`config.mk`:
```
export PLATFORM = sky130hd
export DESIGN_NAME = idea_dec_keygen
export DESIGN_NICKNAME = d
export VERILOG_FILES = /design/src/rtl/idea_dec_keygen.sv
export SDC_FILE = /design/constraint.sdc
export NUM_CORES = 2
export LEC_CHECK = 0
export CAP_MARGIN = 10
export CORE_MARGIN = 3
export CORE_UTILIZATION = 55
export DETAILED_ROUTE_END_ITERATION = 10
export PLACE_DENSITY_LB_ADDON = 0.05
export SLEW_MARGIN = 20
export SYNTH_ARGS = -nofsm -noshare
export SYNTH_HDL_FRONTEND = slang
export SYNTH_SLANG_ARGS = --single-unit
```
`constraint.sdc`:
```
create_clock -name clk -period 17.4 [get_ports clk]
set_input_delay 2.61 -clock clk [delete_from_list [all_inputs] [get_ports clk]]
set_output_delay 2.61 -clock clk [all_outputs]
set_load 0.02 [all_outputs]
```
`src/rtl/idea_dec_keygen.sv`:
```
// IDEA decryption key-schedule generator: expands the 128-bit user key into the
// 52 encryption subkeys, then builds the 52 decryption subkeys into a readable table.
module idea_dec_keygen (
  input  logic         clk,
  input  logic         rst,
  input  logic         start,
  input  logic [127:0] key_in,
  output logic         busy,
  output logic         done,
  output logic         key_valid,
  input  logic [5:0]   rd_addr,
  output logic [15:0]  rd_data
);

  localparam int unsigned WORD_W    = 16;
  localparam int unsigned KEY_W     = 128;
  localparam int unsigned NUM_KEYS  = 52;
  localparam int unsigned ADDR_W    = 6;
  localparam int unsigned ROT       = 25;
  localparam int unsigned MUL_STEPS = 30;

  typedef enum logic [1:0] {S_IDLE, S_EXPAND, S_CONVERT, S_DONE} state_t;

  // Multiplication mod 65537 with 0 standing for 65536 (low-high reduction).
  function automatic logic [WORD_W-1:0] idea_mul(input logic [WORD_W-1:0] a,
                                                 input logic [WORD_W-1:0] b);
    logic [2*WORD_W-1:0] p;
    logic [WORD_W-1:0]   lo;
    logic [WORD_W-1:0]   hi;
    p  = 32'(a) * 32'(b);
    lo = p[WORD_W-1:0];
    hi = p[2*WORD_W-1:WORD_W];
    if (a == '0)      idea_mul = 16'(16'd1 - b);
    else if (b == '0) idea_mul = 16'(16'd1 - a);
    else              idea_mul = 16'(lo - hi + {15'd0, lo < hi});
  endfunction

  logic [WORD_W-1:0] z_mem [NUM_KEYS];
  logic [WORD_W-1:0] d_mem [NUM_KEYS];

  state_t            state_q, state_d;
  logic [KEY_W-1:0]  key_q, key_d;
  logic [ADDR_W-1:0] idx_q, idx_d;
  logic [3:0]        grp_q, grp_d;
  logic [2:0]        pos_q, pos_d;
  logic [ADDR_W-1:0] base_q, base_d;
  logic [4:0]        step_q, step_d;
  logic [WORD_W-1:0] r_q, r_d;
  logic [WORD_W-1:0] x_q, x_d;
  logic              busy_q, busy_d;
  logic              done_q, done_d;
  logic              key_valid_q, key_valid_d;
  logic [WORD_W-1:0] rd_data_q, rd_data_d;

  logic              z_we, d_we, adv, swap, is_inv;
  logic [WORD_W-1:0] z_wdata, d_wdata, z_src, mul_b, mul_res;
  logic [ADDR_W-1:0] src_idx;

  // Source encryption subkey for decryption entry (grp, pos); middle rounds swap 2/3.
  always_comb begin
    src_idx = base_q;
    swap    = (grp_q != 4'd0) && (grp_q != 4'd8);
    is_inv  = (pos_q == 3'd0) || (pos_q == 3'd3);
    unique case (pos_q)
      3'd0:    src_idx = base_q;
      3'd1:    src_idx = base_q + (swap ? 6'd2 : 6'd1);
      3'd2:    src_idx = base_q + (swap ? 6'd1 : 6'd2);
      3'd3:    src_idx = base_q + 6'd3;
      3'd4:    src_idx = base_q - 6'd2;
      default: src_idx = base_q - 6'd1;
    endcase
    z_src   = z_mem[src_idx];
    mul_b   = step_q[0] ? r_q : x_q;
    mul_res = idea_mul(r_q, mul_b);
  end

  always_comb begin
    state_d     = state_q;
    key_d       = key_q;
    idx_d       = idx_q;
    grp_d       = grp_q;
    pos_d       = pos_q;
    base_d      = base_q;
    step_d      = step_q;
    r_d         = r_q;
    x_d         = x_q;
    busy_d      = busy_q;
    done_d      = 1'b0;
    key_valid_d = key_valid_q;
    z_we        = 1'b0;
    z_wdata     = key_q[{3'(3'd7 - idx_q[2:0]), 4'd0} +: WORD_W];
    d_we        = 1'b0;
    d_wdata     = '0;
    adv         = 1'b0;
    rd_data_d   = (rd_addr < ADDR_W'(NUM_KEYS)) ? d_mem[rd_addr] : '0;

    unique case (state_q)
      S_IDLE: begin
        if (start) begin
          state_d     = S_EXPAND;
          key_d       = key_in;
          idx_d       = '0;
          busy_d      = 1'b1;
          key_valid_d = 1'b0;
        end
      end
      S_EXPAND: begin
        z_we = 1'b1;
        if (idx_q[2:0] == 3'd7)
          key_d = {key_q[KEY_W-ROT-1:0], key_q[KEY_W-1:KEY_W-ROT]};
        if (idx_q == ADDR_W'(NUM_KEYS - 1)) begin
          state_d = S_CONVERT;
          idx_d   = '0;
          grp_d   = '0;
          pos_d   = '0;
          base_d  = ADDR_W'(NUM_KEYS - 4);
          step_d  = '0;
        end else begin
          idx_d = idx_q + 6'd1;
        end
      end
      S_CONVERT: begin
        if (is_inv) begin
          // Fermat inverse: load, then alternate square / multiply-by-x.
          if (step_q == 5'd0) begin
            r_d    = z_src;
            x_d    = z_src;
            step_d = 5'd1;
          end else begin
            r_d = mul_res;
            if (step_q == 5'(MUL_STEPS)) begin
              d_we    = 1'b1;
              d_wdata = mul_res;
              step_d  = '0;
              adv     = 1'b1;
            end else begin
              step_d = step_q + 5'd1;
            end
          end
        end else begin
          d_we    = 1'b1;
          d_wdata = (pos_q < 3'd4) ? 16'(16'd0 - z_src) : z_src;
          adv     = 1'b1;
        end
        if (adv) begin
          if (idx_q == ADDR_W'(NUM_KEYS - 1)) begin
            state_d     = S_DONE;
            busy_d      = 1'b0;
            done_d      = 1'b1;
            key_valid_d = 1'b1;
          end else begin
            idx_d = idx_q + 6'd1;
            if (pos_q == 3'd5) begin
              pos_d  = '0;
              grp_d  = grp_q + 4'd1;
              base_d = base_q - 6'd6;
            end else begin
              pos_d = pos_q + 3'd1;
            end
          end
        end
      end
      default: state_d = S_IDLE;
    endcase
  end

  always_ff @(posedge clk) begin
    if (rst) begin
      state_q     <= S_IDLE;
      key_q       <= '0;
      idx_q       <= '0;
      grp_q       <= '0;
      pos_q       <= '0;
      base_q      <= '0;
      step_q      <= '0;
      r_q         <= '0;
      x_q         <= '0;
      busy_q      <= 1'b0;
      done_q      <= 1'b0;
      key_valid_q <= 1'b0;
      rd_data_q   <= '0;
    end else begin
      state_q     <= state_d;
      key_q       <= key_d;
      idx_q       <= idx_d;
      grp_q       <= grp_d;
      pos_q       <= pos_d;
      base_q      <= base_d;
      step_q      <= step_d;
      r_q         <= r_d;
      x_q         <= x_d;
      busy_q      <= busy_d;
      done_q      <= done_d;
      key_valid_q <= key_valid_d;
      rd_data_q   <= rd_data_d;
    end
  end

  // Subkey tables; contents are don't-care until a schedule completes.
  always_ff @(posedge clk) begin
    if (z_we && !rst) z_mem[idx_q] <= z_wdata;
    if (d_we && !rst) d_mem[idx_q] <= d_wdata;
  end

  assign busy      = busy_q;
  assign done      = done_q;
  assign key_valid = key_valid_q;
  assign rd_data   = rd_data_q;

endmodule

```
==> impl_results.rst <==
.. list-table::
   :header-rows: 1

   * - Metric
     - Value
   * - Outcome
     - finished, final reports clean
   * - Master of the slowest instance on the critical path
     - sky130_fd_sc_hd__dfxtp_2
   * - Buffers inserted during post-CTS setup optimization
     - 0
   * - Count of standard-cell rows
     - approximately 140
   * - Worst Hold Depth
     - 2
   * - Die footprint
     - approximately 160000 µm²
   * - LEAKAGE
     - 35.5 nW
   * - Cell variety after synth
     - between 100 and 150
   * - Launch instance of the worst min-delay path
     - x_q[15]
   * - CTS tree
     - done
   * - Worst hold-check slack
     - approximately 490 ps
   * - CP Buf/Inv Count
     - 7
   * - Number of buffer cells added on primary ports
     - roughly 160
   * - Count of H-tree levels built during CTS
     - 4
   * - Switching power summed over all nets
     - between 3 and 4 mW
   * - Worst Skew
     - 71.3 ps
   * - Synthesized area per cell
     - 15.5 µm²
   * - Crit path capture type
     - flip-flop
   * - Fill cell instance count of the final layout
     - 11300
   * - CP Data Arrival Time
     - 13220 ps
   * - Cell Pwr Density
     - between 100 and 150 nW/µm²
   * - Number of pins exceeding their max-slew limit in the final report
     - 0
   * - Antenna-violating nets left
     - 0
   * - R2R cell count
     - 44
   * - Footprint of the flip-flops and latches
     - about 54000 µm²
   * - Min-delay worst type
     - flip-flop to flip-flop
   * - Fin. Hold Viols
     - 0
   * - Number of global-route vias before repair
     - 49300
   * - Final RePlAce weighted congestion
     - 0.915
   * - Global Route Usage Sum
     - 0.294
   * - Inserted Clock Buffers
     - 189
   * - Critical path required time
     - 17970 ps
   * - Gate Count Post-Synth
     - 5510
   * - Number of sinks handled by clock tree synthesis
     - 1867
   * - First-pass detailed-route iteration total
     - 6
   * - RSZ-0062 raised after global routing
     - no
   * - Maximum fanout along the worst path
     - 44
   * - Sequential-to-total area share from yosys stat
     - 0.631
   * - Average wire per standard cell
     - just under 30 µm
   * - Remaining global-route overflow
     - 0
   * - Launching point of the worst reg2reg path
     - step_q[0]
   * - Maximum number of pins on one net before global-route repair
     - 257
   * - Number of antenna violations at the first check in global routing
     - 8
   * - Final standard cell utilization of the core
     - 0.625
   * - Number of standard cells in the layout, taps in and fillers out
     - 7925
   * - Number of enable flip-flop cells after synthesis
     - between 1500 and 2000
   * - Placed instance count
     - 7565
   * - Clock edge transition at the registers on the reported setup and hold paths
     - 70 ps
   * - Clock share of power
     - 0.332
   * - Maximum buffer depth of the clock tree
     - 3
   * - Setup violators final
     - 0
   * - Final HPWL from detailed placement
     - 150 mm
   * - Power share of the sequential group
     - 0.449
   * - Proportion of layout cells with a drive suffix above 1
     - 0.168
   * - Area used by multi-input combinational logic
     - 29400 µm²
   * - Sw Ratio
     - 0.309
   * - Initial standard-cell utilization of the core
     - 0.554
   * - Relative max-transition margin
     - 0.192
   * - Min Tclk post-route
     - 12660 ps
   * - Total Wirelength
     - between 200 and 250 mm
   * - Count of routing violations after the opening detailed-route iteration
     - between 5000 and 6000
   * - Post-detailed-route DRC marker count
     - 0
   * - Most common cell type on the critical path
     - sky130_fd_sc_hd__fa_1
   * - Cells resized by post-CTS repair
     - 0
   * - WHS Endpoint
     - x_q[15]
   * - Maximum VDD drop
     - 0.000201 V
   * - Largest stage delay, worst path
     - 920 ps
   * - Max-cap violations
     - 0
   * - Crit share post-route
     - 0.727
   * - Sum Neg Setup Slack
     - 0 ps
   * - Logic gate share of total power
     - 0.219
   * - Via density per instance
     - around 6.3
   * - Crit path kind
     - flip-flop to flip-flop
   * - Crit path max-delay family
     - adder cells
   * - Layout net count
     - around 6200
   * - Die span in x
     - 401 µm
   * - Number of top-level pins
     - 156
   * - Worst skew pair latency
     - 840 ps
   * - Transition time of the tightest slew-check pin
     - 1210 ps
   * - Power Internal
     - between 8 and 9 mW
   * - Yosys warning total
     - 0
   * - Wire length of the first global-routing pass
     - 345 mm
   * - Overall die height
     - 401 µm
   * - Worst R2R End
     - d_mem[33][8]
   * - Core box area
     - 154000 µm²
   * - Clock root buffer master
     - sky130_fd_sc_hd__clkbuf_16
   * - Post-synth design cell area
     - 85600 µm²
   * - Area growth from synthesis to layout
     - 12.8%
   * - Setup slack, reg-to-reg
     - 4740 ps
   * - Highest attainable clock frequency
     - between 70 and 80 MHz
   * - Net count after synthesis
     - 6007
   * - Top FF cell, synth
     - sky130_fd_sc_hd__edfxtp_1
   * - Routed vias
     - a little under 50000
   * - Critical path startpoint category
     - flip-flop
   * - Share of synthesized flip-flops with an asynchronous set or reset
     - 0
   * - Yosys reg bits
     - 1867
   * - Post-CTS Hold Fix Bufs
     - 0
Yosys cell counts (all sizes together) (6+ instances only):
cell,number,area (µm²)
a2111oi,12,131
a211oi,173,1310
a21o,20,150
a21oi,114,578
a221oi,7,67.6
a22oi,74,556
a311oi,15,131
a31oi,16,106
a32o,6,60.1
a32oi,14,123
and2,91,569
and3,18,113
buf,119,761
clkbuf,216,822
dfxtp,203,4060
edfxtp,1664,50000
fa,203,4060
ha,157,1960
inv,276,1040
mux2,26,293
mux2i,295,2960
mux4,379,8630
nand2,451,1700
nand2b,22,145
nand3,81,410
nand4,36,225
nor2,388,1460
nor2b,52,325
nor3,32,170
nor4,19,165
o211a,6,60.1
o211ai,20,160
o21a,20,150
o21ai,59,299
o22ai,24,156
o31a,7,61.3
o31ai,8,60.1
or2,8,50.1
or3,14,87.6
or4,9,71.3
xnor2,52,455
xor2,32,288
power groups by stage:
stage               combinational [mW]  clock (mW)  sequential, mW
floorplan                         1.73           0            5.66
global placement                  2.68           0            5.75
detailed placement                2.72           0            5.75
CTS                               2.73        4.26            5.66
global route                      2.97        4.45            5.69
finish                            2.76        4.20            5.67
cells in the final DEF, fill, tap and decap left out, types with 110 or more instances in the layout:
cell type / Yosys / routed
sky130_fd_sc_hd__a211oi_1: 171 / 170
sky130_fd_sc_hd__edfxtp_1: 1664 / 1664
sky130_fd_sc_hd__a21oi_1: 112 / 110
sky130_fd_sc_hd__mux4_2: 355 / 355
sky130_fd_sc_hd__buf_4: 30 / 188
sky130_fd_sc_hd__nand2_1: 450 / 449
sky130_fd_sc_hd__fa_1: 203 / 203
sky130_fd_sc_hd__nor2_1: 387 / 336
sky130_fd_sc_hd__ha_1: 157 / 156
sky130_fd_sc_hd__inv_1: 276 / 276
sky130_fd_sc_hd__clkdlybuf4s50_1: 0 / 150
sky130_fd_sc_hd__clkbuf_16: 0 / 191
sky130_fd_sc_hd__dfxtp_1: 203 / 202
sky130_fd_sc_hd__mux2i_1: 294 / 294
logic make-up (layout without fill, tap and decap cells):
group	Yosys count	in the layout	share of synthesized area
mux	700	700	0.139
simple gates	1248	1248	0.0672
xor+xnor	84	84	0.00868
buf+inv	614	983	0.0307
compound gates	636	636	0.0530
fa+ha+maj	360	360	0.0704
other cells	1	3	0.0000438
flops	1867	1867	0.631
registers in the layout, summed over array words and instances, names as in the netlist:
register,flops
key_valid,1
grp_q,3
z_mem,832
busy,1
rd_data,16
base_q,5
d_mem,832
done,1
step_q,5
key_q,128
x_q,16
r_q,16
state_q,2
pos_q,3
idx_q,6
stage by stage:
| step | cell area, µm² | total power, mW | setup WS (ps) |
|---|---|---|---|
| floorplan | 85600 | 7.39 | 4490 |
| global placement | 90000 | 8.43 | 5120 |
| detailed placement | 90000 | 8.47 | 4910 |
| CTS | 96500 | 12.7 | 4850 |
| global route | 96600 | 13.1 | 3950 |
| finish | 96600 | 12.6 | 4740 |
how the worst max path moves through the flow:
stage / from / to / slack [ps] / depth (start not counted)
finish: step_q[0] / d_mem[33][8] / 4740 / 44
detailed placement: step_q[0] / d_mem[0][10] / 4910 / 43
global placement: step_q[0] / d_mem[1][10] / 5120 / 43
CTS: step_q[0] / d_mem[11][10] / 4850 / 43
global route: step_q[0] / d_mem[45][8] / 3950 / 44
floorplan: step_q[0] / d_mem[0][8] / 4490 / 50
final cells by class:
| class | count | share of cell area |
|---|---|---|
| Antenna cell | 2 | 0.0000518 |
| Clock buffer | 232 | 0.0517 |
| Clock inverter | 125 | 0.0156 |
| Inverter | 279 | 0.0108 |
| Multi-Input combinational cell | 3029 | 0.304 |
| Sequential cell | 1867 | 0.559 |
| Tap cell | 2044 | 0.0265 |
| Timing Repair Buffer | 347 | 0.0318 |
metal layers:
metal,GRT usage,vias up,wire length (µm)
li1,-,21400,-
met1,0.413,25800,95700
met2,0.475,2039,115000
met3,0.0493,396,17300
met4,0.0914,2,7550
met5,0,-,12
tightest hold or removal path, cell delays in order (launching register included):
cell                      delay (ps)
sky130_fd_sc_hd__dfxtp_1         330
sky130_fd_sc_hd__nand2_1          60
sky130_fd_sc_hd__a21oi_1          60
(Power assumes the default switching activity.)
